<file path="src/rtl/clk_rst_sequencer.sv">
// Power-up / recovery sequencer for the 100MHz->25MHz clock generator: pulses the
// generator reset, waits for a stable lock with timeout/retry, then releases sys_rst_n.
module clk_rst_sequencer #(
    parameter int RST_PULSE_CYCLES = 16,
    parameter int LOCK_TIMEOUT     = 1024,
    parameter int STABLE_CYCLES    = 64,
    parameter int MAX_RETRIES      = 3
) (
    input  logic       i_clk_in,
    input  logic       i_reset_n,
    input  logic       i_pll_locked,
    input  logic       i_soft_reset_req,
    output logic       o_pll_reset,
    output logic       o_sys_rst_n,
    output logic       o_ready,
    output logic       o_fault,
    output logic [3:0] o_retry_count,
    output logic [7:0] o_lock_loss_count
);

    localparam int CNT_MAX_A = (RST_PULSE_CYCLES > LOCK_TIMEOUT) ? RST_PULSE_CYCLES : LOCK_TIMEOUT;
    localparam int CNT_MAX   = (CNT_MAX_A > STABLE_CYCLES) ? CNT_MAX_A : STABLE_CYCLES;
    localparam int CNT_W     = $clog2(CNT_MAX + 1);

    typedef enum logic [2:0] {
        ST_RST_PULSE = 3'd0,
        ST_WAIT_LOCK = 3'd1,
        ST_STABILIZE = 3'd2,
        ST_RUN       = 3'd3,
        ST_FAULT     = 3'd4
    } state_t;

    state_t             r_state;
    logic [CNT_W-1:0]   r_cnt;
    logic [3:0]         r_retry;
    logic [7:0]         r_loss;
    logic               r_sync1;
    logic               r_sync2;
    logic               r_pll_reset;
    logic               r_sys_rst_n;
    logic               r_ready;
    logic               r_fault;

    state_t             w_next_state;
    logic [CNT_W-1:0]   w_cnt_next;
    logic [3:0]         w_retry_next;
    logic [3:0]         w_retry_inc;
    logic [7:0]         w_loss_next;
    logic               w_counting;

    // Two-flop synchroniser for the asynchronous lock indication.
    always_ff @(posedge i_clk_in or negedge i_reset_n) begin
        if (!i_reset_n) begin
            r_sync1 <= 1'b0;
            r_sync2 <= 1'b0;
        end else begin
            r_sync1 <= i_pll_locked;
            r_sync2 <= r_sync1;
        end
    end

    // Next-state, phase counter, retry and lock-loss bookkeeping.
    always_comb begin
        w_next_state = r_state;
        w_retry_next = r_retry;
        w_loss_next  = r_loss;
        w_retry_inc  = (r_retry < 4'(MAX_RETRIES)) ? (r_retry + 4'd1) : r_retry;

        // Lock loss in RUN is counted even when a soft reset wins the transition.
        if ((r_state == ST_RUN) && !r_sync2 && (r_loss != 8'hFF)) begin
            w_loss_next = r_loss + 8'd1;
        end else begin
            w_loss_next = r_loss;
        end

        if (i_soft_reset_req) begin
            w_next_state = ST_RST_PULSE;
            w_retry_next = 4'd0;
        end else begin
            case (r_state)
                ST_RST_PULSE: begin
                    if (r_cnt == CNT_W'(RST_PULSE_CYCLES - 1)) begin
                        w_next_state = ST_WAIT_LOCK;
                    end else begin
                        w_next_state = ST_RST_PULSE;
                    end
                end
                ST_WAIT_LOCK: begin
                    if (r_sync2) begin
                        w_next_state = ST_STABILIZE;
                    end else if (r_cnt == CNT_W'(LOCK_TIMEOUT - 1)) begin
                        w_retry_next = w_retry_inc;
                        if (w_retry_inc == 4'(MAX_RETRIES)) begin
                            w_next_state = ST_FAULT;
                        end else begin
                            w_next_state = ST_RST_PULSE;
                        end
                    end else begin
                        w_next_state = ST_WAIT_LOCK;
                    end
                end
                ST_STABILIZE: begin
                    if (!r_sync2) begin
                        w_next_state = ST_WAIT_LOCK;
                    end else if (r_cnt == CNT_W'(STABLE_CYCLES - 1)) begin
                        w_next_state = ST_RUN;
                        w_retry_next = 4'd0;
                    end else begin
                        w_next_state = ST_STABILIZE;
                    end
                end
                ST_RUN: begin
                    if (!r_sync2) begin
                        w_next_state = ST_RST_PULSE;
                    end else begin
                        w_next_state = ST_RUN;
                    end
                end
                ST_FAULT: begin
                    w_next_state = ST_FAULT;
                end
                default: begin
                    w_next_state = ST_RST_PULSE;
                end
            endcase
        end

        w_counting = (r_state == ST_RST_PULSE) || (r_state == ST_WAIT_LOCK) ||
                     (r_state == ST_STABILIZE);
        // A soft reset restarts the pulse even when already pulsing.
        if (i_soft_reset_req || (w_next_state != r_state)) begin
            w_cnt_next = {CNT_W{1'b0}};
        end else if (w_counting) begin
            w_cnt_next = r_cnt + CNT_W'(1);
        end else begin
            w_cnt_next = r_cnt;
        end
    end

    // State register with Moore outputs decoded from the state being entered.
    always_ff @(posedge i_clk_in or negedge i_reset_n) begin
        if (!i_reset_n) begin
            r_state     <= ST_RST_PULSE;
            r_cnt       <= {CNT_W{1'b0}};
            r_retry     <= 4'd0;
            r_loss      <= 8'd0;
            r_pll_reset <= 1'b1;
            r_sys_rst_n <= 1'b0;
            r_ready     <= 1'b0;
            r_fault     <= 1'b0;
        end else begin
            r_state     <= w_next_state;
            r_cnt       <= w_cnt_next;
            r_retry     <= w_retry_next;
            r_loss      <= w_loss_next;
            r_pll_reset <= (w_next_state == ST_RST_PULSE) || (w_next_state == ST_FAULT);
            r_sys_rst_n <= (w_next_state == ST_RUN);
            r_ready     <= (w_next_state == ST_RUN);
            r_fault     <= (w_next_state == ST_FAULT);
        end
    end

    assign o_pll_reset       = r_pll_reset;
    assign o_sys_rst_n       = r_sys_rst_n;
    assign o_ready           = r_ready;
    assign o_fault           = r_fault;
    assign o_retry_count     = r_retry;
    assign o_lock_loss_count = r_loss;

endmodule
</file>
<file path="config.mk">
export PLATFORM = sky130hd
export DESIGN_NAME = clk_rst_sequencer
export DESIGN_NICKNAME = d
export VERILOG_FILES = /design/src/rtl/clk_rst_sequencer.sv
export SDC_FILE = /design/constraint.sdc
export NUM_CORES = 1
export LEC_CHECK = 0
export ABC_AREA = 1
export ABC_CLOCK_PERIOD_IN_PS = 1490
export BUFFER_PORTS_ARGS = -buffer_cell sky130_fd_sc_hd__buf_2
export CAP_MARGIN = 20
export CORE_MARGIN = 4
export CORE_UTILIZATION = 54
export CTS_BUF_LIST = sky130_fd_sc_hd__clkbuf_2 sky130_fd_sc_hd__clkbuf_4 sky130_fd_sc_hd__clkbuf_8
export CTS_CLUSTER_SIZE = 14
export DETAILED_ROUTE_END_ITERATION = 7
export GPL_ROUTABILITY_DRIVEN = 0
export PLACE_DENSITY = 0.78
export SETUP_SLACK_MARGIN = 0.2
export SYNTH_ARGS = -nofsm -noshare
export SYNTH_HDL_FRONTEND = slang
export SYNTH_SLANG_ARGS = --single-unit
</file>
<file path="constraint.sdc">
create_clock -name i_clk_in -period 1.49 [get_ports i_clk_in]
set_input_delay 0.149 -clock i_clk_in [delete_from_list [all_inputs] [get_ports i_clk_in]]
set_output_delay 0.149 -clock i_clk_in [all_outputs]
set_load 0.005 [all_outputs]
</file>
==> flow_summary_export.csv <==
group,metric,value,unit
synth,synth_area,1700,um^2
layout,areaGrowthSynthToFinish,59.1,%
synth,yosysUniqueCellTypes,28,
synth,seq_area_frac_synth,0.456,
run_status,violations,"setup timing",
sta,fin_worst_hold_slack,85.0,ps
job,drv_cap,0,
power_and_ir_drop,combPwrFrac,0.227,
die,rows,20,
clock_tree,clock-root-buffer,"clkbuf_4",
synth,yosys.area.top_type,"dfrtp_1",
run_status,status,"complete, but fails checks",
layout,fillers,129,
placement,dpl.hpwl,2640,um
synth,synth-edff-count,0,
layout,design_area,2710,um^2
drt,initialDrtViolationCount,148,
min_path,hold_class,"in -> reg",
power_and_ir_drop,seq_power_share,0.487,
clock_tree,cts_tree,"built",
die,coreArea,3030,um^2
synth,synth_area_leaders,"dfrtp_1 44%, nand2_1 9.9%, xor2_1 6.7%",
sta,fin_tns_setup,-3840,ps
placement,placed_area,2090,um^2
drt,drt-wirelength-per-cell,17.9,um
sta,relSlewSlack,0.536,
drt,vias_per_cell,5.60,
grt,gr-total-overflow,0,
die,fp.dieW,64.2,um
layout,multiInputGateArea,1110,um^2
clock_tree,clock-sinks,31,
worst_setup_path,critical_path_arrival,2040,ps
layout,drive_gt1_frac,0.590,
placement,portBuffers,19,
grt,grt_pass1_wl,7180,um
clock_tree,numCtsBuffers,5,
sta,setup_slack,-265,ps
power_and_ir_drop,p_leak,1.36,nW
drt,drc,0,
synth,synth_top_flop_cell,"dfrtp_1",
grt,grt_max_degree,32,
sta,rsz0062_at_grt,"true",
clock_tree,htree_levels,2,
power_and_ir_drop,internal_power,1.33,mW
sta,worst_slew_pin_slew,696,ps
power_and_ir_drop,netSwitchingFraction,0.290,
clock_tree,cts_buffer_depth,2,
synth,yosys_register_bits,31,
drt,ant_nets,0,
power_and_ir_drop,vdd_drop_max,0.610,mV
worst_setup_path,critPathMaxFanout,5,
worst_setup_path,crit_path_end_kind,"flop",
sta,fmax,570,MHz
synth,avgSynthCellArea,8.23,um^2
worst_setup_path,start_kind,"flop",
worst_setup_path,crit_type,"reg -> reg",
die,initial_core_util,0.562,
die,io_pins,20,
power_and_ir_drop,switching_power,0.546,mW
die,die-area,4120,um^2
min_path,holdPathStages,2,
worst_setup_path,required,1770,ps
sta,finClkSkew,13.9,ps
clock_tree,path_clk_slew,100,ps
sta,hold_viol,0,
sta,setup_viol,21,
layout,antennaDiodeCount,0,
grt,grtUsageTotal,0.230,
power_and_ir_drop,power.density,694,nW/um^2
clock_tree,clock_latency,350,ps
synth,synth_warnings,0,
worst_setup_path,rr_worst_depth,12,
sta,min_period_over_period,1.18,
synth,synth_top_area_frac,0.441,
grt,antenna_found_initial,0,
drt,routed_wl,5940,um
drt,drt_pass1_iterations,4,
synth,ys_async_sr_fraction,1.00,
synth,synthCells,207,
die,die_h,64.2,um
drt,vias,1860,
sta,maxSlewViolCount,0,
power_and_ir_drop,p_clk_frac,0.286,
layout,fin_nets,294,
grt,grt_pass1_vias,1618,
synth,synth_nets,214,
sta,min_period,1750,ps
layout,regArea,781,um^2
==> layout by cell type (no fill, tap or decap), types with 4 or more instances in the layout <==
cell | Yosys | layout
nand3_2 | 2 | 5
xor2_1 | 13 | 13
nand3_1 | 19 | 13
clkbuf_4 | 0 | 8
nand2_2 | 3 | 20
nor2_4 | 1 | 9
buf_6 | 2 | 7
nor2_1 | 25 | 10
nor3_4 | 1 | 4
inv_2 | 5 | 7
nor2_2 | 10 | 17
inv_1 | 21 | 17
buf_4 | 1 | 47
nand2_1 | 45 | 22
buf_2 | 0 | 19
dfrtp_1 | 30 | 27
nand2_4 | 0 | 6
==> power by group through the flow <==
stage	Combinational, mW	Clock, mW	Sequential, mW
after detailed placement	0.285	0	0.918
after global routing	0.464	0.573	0.918
after global placement	0.271	0	0.915
final	0.427	0.537	0.916
after CTS	0.315	0.534	0.900
after floorplan	0.146	0	0.924
==> repair_timing <==
| action | CTS | global route |
|---|---|---|
| gates resized for setup | 27 | 57 |
| hold endpoints to repair | 31 | 0 |
| pin swaps | 12 | 22 |
| setup buffers | 14 | 12 |
| hold buffers | 2 | 0 |
| setup endpoints to repair | 28 | 28 |
| cloned | 0 | 1 |
==> cells by family after synthesis <==
group | count (synthesis) | share of synthesized area
AND/OR/NAND/NOR | 117 | 0.326
multiplexers | 1 | 0.00588
buffers and inverters | 30 | 0.0772
AO/OA/AOI/OAI | 8 | 0.0250
flip-flops | 31 | 0.456
XOR/XNOR | 17 | 0.0874
adder cells (fa/ha/maj) | 3 | 0.0220
==> path summary, 6_finish.rpt <==
kind,from,slack [ps],endpoint
max,r_cnt[1]$_DFFE_PN0P_,-260,r_cnt[2]$_DFFE_PN0P_
max in group asynchronous,i_reset_n,610,r_state[1]$_DFF_PN0_
max reg2reg,r_cnt[1]$_DFFE_PN0P_,-260,r_cnt[2]$_DFFE_PN0P_
min in group asynchronous,i_reset_n,380,o_lock_loss_count[2]$_DFFE_PN0P_
min,i_soft_reset_req,90,o_fault$_DFF_PN0_
min reg2reg,r_sync1$_DFF_PN0_,370,r_sync2$_DFF_PN0_
==> synthesized netlist by cell type, types with 2 or more instances <==
cell,n
nand2_1,45
dfrtp_1,30
nor2_1,25
inv_1,21
nand3_1,19
xor2_1,13
nor2_2,10
inv_2,5
nor3_1,5
xnor2_1,4
a21oi_1,3
ha_1,3
nand2_2,3
o21ai_0,3
buf_6,2
nand3_2,2
nand3b_1,2
nand4_1,2
==> flip-flops by register name (all words and copies together), names as in the netlist <==
name	flops
r_state	3
o_pll_reset	1
r_sync1	1
o_fault	1
r_cnt	11
o_lock_loss_count	8
r_sync2	1
o_ready	1
o_retry_count	4
==> layout make-up <==
type / instances / area share
multi-input combinational: 146 / 0.411
sequential: 31 / 0.288
timing repair buffer: 77 / 0.218
inverter: 26 / 0.0397
clock buffer: 8 / 0.0222
tap: 44 / 0.0203
==> metrics by stage <==
| step | setup slack [ps] | cells | total power, mW | utilization |
|---|---|---|---|---|
| 2_1_floorplan | -19.2 | 207 | 1.07 | - |
| 3_3_place_gp | -125 | 295 | 1.19 | 0.690 |
| 3_5_place_dp | -135 | 295 | 1.20 | 0.690 |
| 4_1_cts | -96.4 | 319 | 1.75 | 0.780 |
| 5_1_grt | -370 | 332 | 1.96 | 0.895 |
| 6_report | -265 | 332 | 1.88 | 0.895 |
==> worst max-delay path: stages (launching register included) <==
cell,delay [ps]
dfrtp_1,410
ha_4,190
nand3_4,90
nor2_4,120
nand3_2,90
nand2_1,100
nand2_1,80
nand2_2,80
nand2_2,60
nand2_2,100
nand3_4,100
clkbuf_16,180
nor2_2,90
==> per-layer routing <==
layer	wire length (um)	part of all wire	vias up	global-route usage
li1	-	-	807	-
met1	2350	0.40	918	0.263
met2	2850	0.48	103	0.397
met3	412	0.069	32	0.0633
met4	325	0.055	0	0.103
met5	0	0	-	0
(Power assumes the default switching activity.)
